**src/rtl/bls_data_server.sv**
```systemverilog
// Option-record server: fetches DATASIZE-bit records from word memory into
// per-module registers, arbitrating round-robin among modules asking for data.
module bls_data_server #(
  parameter int BSMODS   = 1,
  parameter int DATASIZE = 192,
  parameter int WORDW    = 32,
  parameter int AW       = 16
) (
  input  logic                         clock,
  input  logic                         reset,
  input  logic                         startSystem,
  input  logic [AW-1:0]                numRecords,
  input  logic [AW-1:0]                baseAddr,
  input  logic [BSMODS-1:0]            SERVE_REG,
  input  logic [BSMODS-1:0]            BS_START,
  output logic                         mem_rd_en,
  output logic [AW-1:0]                mem_addr,
  input  logic [WORDW-1:0]             mem_rdata,
  output logic [BSMODS*DATASIZE-1:0]   BS_DATA,
  output logic [BSMODS-1:0]            REG_READY,
  output logic [BSMODS-1:0]            hasUnusedData,
  output logic                         OutOfData,
  output logic [AW-1:0]                recordsServed
);

  localparam int WORDS = DATASIZE / WORDW;
  localparam int GW    = (BSMODS > 1) ? $clog2(BSMODS) : 1;
  localparam int KW    = (WORDS > 1) ? $clog2(WORDS) : 1;

  typedef enum logic [2:0] {S_IDLE, S_ARB, S_FETCH, S_CAPTURE, S_DONE} state_t;

  state_t                       state_q, state_d;
  logic [GW-1:0]                grant_q, grant_d;
  logic [GW-1:0]                rr_q, rr_d;
  logic [KW-1:0]                cnt_q, cnt_d;
  logic [AW-1:0]                base_q, base_d;
  logic [AW-1:0]                num_q, num_d;
  logic [AW-1:0]                served_q, served_d;
  logic [BSMODS-1:0]            unused_q, unused_d;
  logic [BSMODS*DATASIZE-1:0]   data_q, data_d;
  logic                         pend_q, pend_d;
  logic [KW-1:0]                pidx_q, pidx_d;

  logic [BSMODS-1:0]            elig;
  logic                         found;
  logic [GW-1:0]                pick;
  logic [AW-1:0]                served_inc;
  logic                         filling;

  assign elig       = SERVE_REG & ~unused_q;
  assign served_inc = served_q + 1'b1;
  assign filling    = (state_q == S_FETCH) || (state_q == S_CAPTURE);

  // Round-robin: first eligible index at or above the pointer, else the lowest.
  always_comb begin
    found = 1'b0;
    pick  = '0;
    for (int j = 0; j < BSMODS; j++) begin
      if (!found && elig[j] && (j >= int'(rr_q))) begin
        found = 1'b1;
        pick  = GW'(j);
      end
    end
    for (int j = 0; j < BSMODS; j++) begin
      if (!found && elig[j]) begin
        found = 1'b1;
        pick  = GW'(j);
      end
    end
  end

  always_comb begin
    state_d  = state_q;
    grant_d  = grant_q;
    rr_d     = rr_q;
    cnt_d    = cnt_q;
    base_d   = base_q;
    num_d    = num_q;
    served_d = served_q;
    unused_d = unused_q & ~BS_START;
    data_d   = data_q;
    pend_d   = 1'b0;
    pidx_d   = pidx_q;

    // Read data arrives one cycle after its strobe; land it in the granted slot.
    if (pend_q) begin
      for (int j = 0; j < BSMODS; j++) begin
        for (int k = 0; k < WORDS; k++) begin
          if ((GW'(j) == grant_q) && (KW'(k) == pidx_q))
            data_d[j*DATASIZE + k*WORDW +: WORDW] = mem_rdata;
        end
      end
    end

    case (state_q)
      S_IDLE: begin
        if (startSystem) begin
          base_d  = baseAddr;
          num_d   = numRecords;
          state_d = (numRecords == '0) ? S_DONE : S_ARB;
        end
      end
      S_ARB: begin
        if (found) begin
          grant_d = pick;
          rr_d    = (pick == GW'(BSMODS-1)) ? '0 : pick + 1'b1;
          cnt_d   = '0;
          state_d = S_FETCH;
        end
      end
      S_FETCH: begin
        pend_d = 1'b1;
        pidx_d = cnt_q;
        if (cnt_q == KW'(WORDS-1)) begin
          cnt_d   = '0;
          state_d = S_CAPTURE;
        end else begin
          cnt_d = cnt_q + 1'b1;
        end
      end
      S_CAPTURE: begin
        for (int j = 0; j < BSMODS; j++) begin
          if (GW'(j) == grant_q) unused_d[j] = 1'b1;
        end
        served_d = served_inc;
        state_d  = (served_inc == num_q) ? S_DONE : S_ARB;
      end
      default: ;
    endcase
  end

  always_ff @(posedge clock) begin
    if (!reset) begin
      state_q  <= S_IDLE;
      grant_q  <= '0;
      rr_q     <= '0;
      cnt_q    <= '0;
      base_q   <= '0;
      num_q    <= '0;
      served_q <= '0;
      unused_q <= '0;
      data_q   <= '0;
      pend_q   <= 1'b0;
      pidx_q   <= '0;
    end else begin
      state_q  <= state_d;
      grant_q  <= grant_d;
      rr_q     <= rr_d;
      cnt_q    <= cnt_d;
      base_q   <= base_d;
      num_q    <= num_d;
      served_q <= served_d;
      unused_q <= unused_d;
      data_q   <= data_d;
      pend_q   <= pend_d;
      pidx_q   <= pidx_d;
    end
  end

  always_comb begin
    REG_READY = '1;
    for (int j = 0; j < BSMODS; j++) begin
      if (filling && (grant_q == GW'(j))) REG_READY[j] = 1'b0;
    end
  end

  assign mem_rd_en     = (state_q == S_FETCH);
  assign mem_addr      = mem_rd_en ? (base_q + served_q * AW'(WORDS) + AW'(cnt_q)) : '0;
  assign BS_DATA       = data_q;
  assign hasUnusedData = unused_q;
  assign OutOfData     = (state_q == S_DONE);
  assign recordsServed = served_q;

endmodule
```
**config.mk**
```make
export PLATFORM = sky130hd
export DESIGN_NAME = bls_data_server
export DESIGN_NICKNAME = d
export VERILOG_FILES = /design/src/rtl/bls_data_server.sv
export SDC_FILE = /design/constraint.sdc
export NUM_CORES = 1
export LEC_CHECK = 0
export ABC_AREA = 1
export CAP_MARGIN = 20
export CELL_PAD_IN_SITES_DETAIL_PLACEMENT = 0
export CELL_PAD_IN_SITES_GLOBAL_PLACEMENT = 1
export CORE_MARGIN = 2
export CORE_UTILIZATION = 34
export CTS_CLUSTER_DIAMETER = 40
export DETAILED_ROUTE_END_ITERATION = 8
export PLACE_DENSITY_LB_ADDON = 0.1
export SLEW_MARGIN = 20
export SYNTH_ARGS = -nofsm -noshare
export SYNTH_HDL_FRONTEND = slang
export SYNTH_SLANG_ARGS = --single-unit
```
**constraint.sdc**
```tcl
create_clock -name clock -period 4.95 [get_ports clock]
set_input_delay 0.7425 -clock clock [delete_from_list [all_inputs] [get_ports clock]]
set_output_delay 0.7425 -clock clock [all_outputs]
set_load 0.1 [all_outputs]
```
# ---- After elaboration in Yosys (flattened, before gate mapping)
# Index checks and enable logic that the tools add are counted.
# W data, S select, Z words.
dict set report classes {
  addsub 4
  n_mul 1
  div_mod_pow 0
  magnitude_cmp 0
  eq_ne 14
  n_shift 0
  n_mux 15
  bitwise 4
  reduce_logical 17
}
# cell count
set ops {}
lappend ops {{$mux W3} 7}
lappend ops {{$add A16 B1 Y16 const B} 1}
lappend ops {{$add A16 B16 Y16} 1}
lappend ops {{$add A16 B3 Y16} 1}
lappend ops {{$eq A16 B16 Y1} 1}
lappend ops {{$logic_not A16 Y1} 1}
lappend ops {{$mul A16 B2 Y15 const B} 1}
lappend ops {{$mux W16} 1}
lappend ops {{$reduce_and A2 Y1} 8}
lappend ops {{$pmux W3 S4} 1}
lappend ops {{$eq A2 B3 Y1 const A} 2}
lappend ops {{$eq A3 B2 Y1 const B} 2}
lappend ops {{$eq A3 B3 Y1 const A} 2}
lappend ops {{$eq A3 B3 Y1 const B} 2}
lappend ops {{$logic_not A3 Y1} 2}
lappend ops {{$pmux W3 S2} 1}
lappend ops {{$mux W1} 5}
lappend ops {{$ne A2 B2 Y1 const B} 2}
lappend ops {{$reduce_and A4 Y1} 1}
lappend ops {{$reduce_bool A4 Y1} 1}
lappend ops {{$add A3 B1 Y3 const B} 1}
lappend ops {{$eq A1 B3 Y1 const A} 1}
lappend ops {{$eq A3 B1 Y1 const B} 1}
lappend ops {{$and A1 B1 Y1} 2}
lappend ops {{other kinds (6)} 7}
dict set report totals {
  register_bits 251
  latch_bits 0
  ram_bits 0
  rom_bits 0
  input_bits 69
  out_inout_bits 228
  wordCells 69
  mem_count 0
}

# ---- Longest topological paths before layout
dict set report logic_depth {
  word_depth 8
  mapped_depth 20
  ltp_nobuf 20
}

# ---- Least setup slack after synthesis
# OpenSTA, ideal clock, no wires.
dict set report synth_path {
  path_type {register to output}
  start {reg served_q[0], in the netlist recordsServed[0]}
  end {out mem_addr[13]}
  arrival_ns 5.301
  t_required_ns 4.208
  path_slack_ns -1.094
  stages_incl_launch_ff 18
  cell_sequence {dfxtp_1 > ha_1 > inv_1 > fa_1 > o21ai_1 > a21oi_1 > o21ai_1 > xor2_1 > ha_1 > ha_1 > nand2_1 > nor2_1 > nand3_1 > nand3_1 > nand2_1 > nand2_1 > o21ai_0 > a21oi_1}
}
dict set report synth_between {
  elab_chain_cells 4
}
# element line
set synth_lines {}
lappend synth_lines {{start: declaration} 38} ;# logic [AW-1:0] served_q, served_d;
lappend synth_lines {{start signal: assignment} 152} ;# served_q <= served_d;
lappend synth_lines {{$mul A16 B2 Y15} 168} ;# assign mem_addr = mem_rd_en ? (base_q + served_q * AW'(WORDS) + AW'(cnt_q)) : '0;
lappend synth_lines {{$add A16 B16 Y16} 168}
lappend synth_lines {{$add A16 B3 Y16} 168}
lappend synth_lines {{$mux W16} 168}
lappend synth_lines {{end: declaration} 17} ;# output logic [AW-1:0] mem_addr,
# No other way between the ends.

# ---- Final worst setup path
# Ends and elaborated chain as after synthesis.

==> impl_metrics.ini <==
[cts]
path_clk_slew_ps = 50
root_buffer = clkbuf_16
cts_sinks = 251
numCtsBuffers = 44
clkLatencyLatePin_ps = 560
max-clock-path-buffers = 3
cts_tree = done
htreeDepth = 2

[synthesis]
yosys_most_used_dff = dfxtp_1
async_flop_share = 0
yosysMostFrequentCell = nor2_1
synth_nets = 1621
ys_warn_count = 0
synthTopCellsByArea = dfxtp_1, nor2_1, o21ai_0, inv_1, a21oi_1
syn-instance-count = 1507
synth_commonest_cells = nor2_1, dfxtp_1, o21ai_0
syn_area_per_cell_um2 = 7.31
ys_ff_latch = 251
yosysTopAreaCellShare = 0.456
seq_area_frac_synth = 0.456
syn-cell-area_um2 = 11000
synth_largest_area_cell = dfxtp_1
synth_enable_flop_cells = 0
synth.distinct_cells = 40

[flow_run]
maxCapViolCount = 0

[route]
drtPass1Iterations = 5
routed_via_density = 4.80
ant_nets = 0
wl_per_cell_um = 17.1
finalWirelength_mm = 38.2
vias = 10700
drc = 0
drtIter0Drc = 540

[timing]
hold-worst-slack_ps = 443
setup_viol = 0
final-max-slew-violation-count = 0
clock_skew_ps = 16.0
max_freq_mhz = 211
worstMarginPinSlew_ps = 1100
period_share = 0.958
fin_crit_ps = 4740
timing.slew.headroom = 0.266
hold_viol_final = 0

[placement]
hpwlAfterDp_mm = 26.6
post-place-cells = 2150
port_buffers = 296
gp_congestion = 0.828
place_area_um2 = 14500

[cells_and_area]
drive_gt1_frac = 0.0857
fin_nets = 1911
fin_cells = 2235
area_growth_pct = 46.5
finalInstanceArea_um2 = 16100
final_core_util = 0.509

[floorplanning]
core_um2 = 31700
die_x_um = 184
start_util = 0.347
fp.dieArea_um2 = 33900
io_pins = 297
fp.dieH_um = 184
rows = 65

[power_and_ir_drop]
p_leak_nw = 6.94
p_per_area_nw_per_um2 = 511
total_power_mw = 8.24
ir_drop_mv = 0.274

[grt]
grt_overflow = 0
grt_pass1_wl_mm = 58.9
grt_usage = 0.223
grt_pass1_vias = 10400
grt_antenna_before_repair = 2
grt_max_degree = 122

[critical_path]
critPathCaptureType = output pin
crit_fanout = 5
worstSetupStartpointType = flop
critPathRequiredTime_ps = 4210
worstPathArrival_ps = 4000
critPathKind = flop to output pin

[worst_hold_path]
hold_class = flop to flop

[run_status]
run_status = complete, no violations
[cells in the final DEF, fill, tap and decap left out, types with 4 or more instances in the layout]
cell type,Yosys,layout
fa_1,4,4
inv_1,147,147
nor2_1,368,357
o21ai_0,249,249
ha_4,0,4
clkbuf_16,0,44
buf_12,0,7
clkdlybuf4s50_1,0,281
dfxtp_1,251,247
nand2_1,129,129
bufinv_16,0,7
clkbuf_8,0,4
clkinvlp_4,0,6
nand3_1,58,56
o211ai_1,8,8
buf_4,0,28
nor2_4,2,5
clkinv_2,0,7
ha_1,41,36
xor2_1,15,15
xnor2_1,6,6
clkbuf_1,72,10
nor2_2,5,13
a31oi_1,5,5
a21oi_1,108,104
[registers in the layout, indices dropped and copies added, names as in the netlist]
| name | cells |
|---|---|
| BS_DATA | 192 |
| base_q | 16 |
| cnt_q | 3 |
| hasUnusedData | 1 |
| num_q | 16 |
| pend_q | 1 |
| pidx_q | 3 |
| recordsServed | 16 |
| state_q | 3 |
[what timing repair did]
action                     in CTS  in global routing
resized for setup               6                 14
hold buffers                    0                  0
cloned                          0                  0
setup endpoints to repair       4                  5
setup buffers                   0                  3
pin swaps                       0                  4
[layout make-up]
type	instances	area (um2)
fillers	3111	15600
multi-input cells	1034	5330
flip-flops and latches	251	5030
repair buffers	317	3170
clock buffers	58	1190
inverters	149	559
well taps	402	503
clock inverters	22	340
diodes	2	5.00
[final timing paths]
check	from	endpoint	slack (ps)	cells past startpoint
hold reg to reg	BS_DATA[126]	BS_DATA[126]	440	2
setup reg to reg	recordsServed[8]	state_q[2]	2730	13
setup / recovery	recordsServed[0]	mem_addr[13]	210	18
hold / removal	BS_DATA[126]	BS_DATA[126]	440	2
[metrics by stage]
step	setup TNS, ps	worst slack [ps]
2_1_floorplan	-110	-77.4
3_3_place_gp	0	366
3_5_place_dp	0	223
4_1_cts	0	19.1
5_1_grt	-7.03	-6.16
6_report	0	209
[logic make-up after synthesis]
group,Yosys count,share of synthesized area
xor gates and xnor gates,21,0.0167
and+or+nand+nor,583,0.216
adders and majority gates,45,0.0538
AOI/OAI and AO/OA,385,0.181
buffers and inverters,222,0.0758
DFF,251,0.456
[worst max-delay path: stages (launching register included)]
cell and delay [ps]:
dfxtp_4 370, ha_4 170, inv_1 60, fa_1 410, o21ai_2 220, a21oi_2 100, o21ai_2 180, xor2_1 180
ha_1 290, ha_4 300, nand2_1 70, nor2_1 140, nand3_1 130, nand3_4 140, nand2_1 60, nand2_1 120
o21ai_0 140, a21oi_4 190, buf_12 190
[routing by layer]
metal,up-vias,share of wire,routed length (um),GRT usage
met4,0,0.024,931,0.0701
li1,5480,-,-,-
met5,-,0,0,0
met2,250,0.48,18200,0.380
met1,4939,0.42,16100,0.264
met3,63,0.079,3010,0.0753
[power breakdown]
group	total (mW)	internal, mW	switching [mW]	leakage (nW)
Clock	3.15	2.07	1.08	0.731
Sequential	2.37	2.22	0.143	2.04
Combinational	2.73	0.741	1.99	4.17
Note: power is estimated with default switching activity, not from simulation.
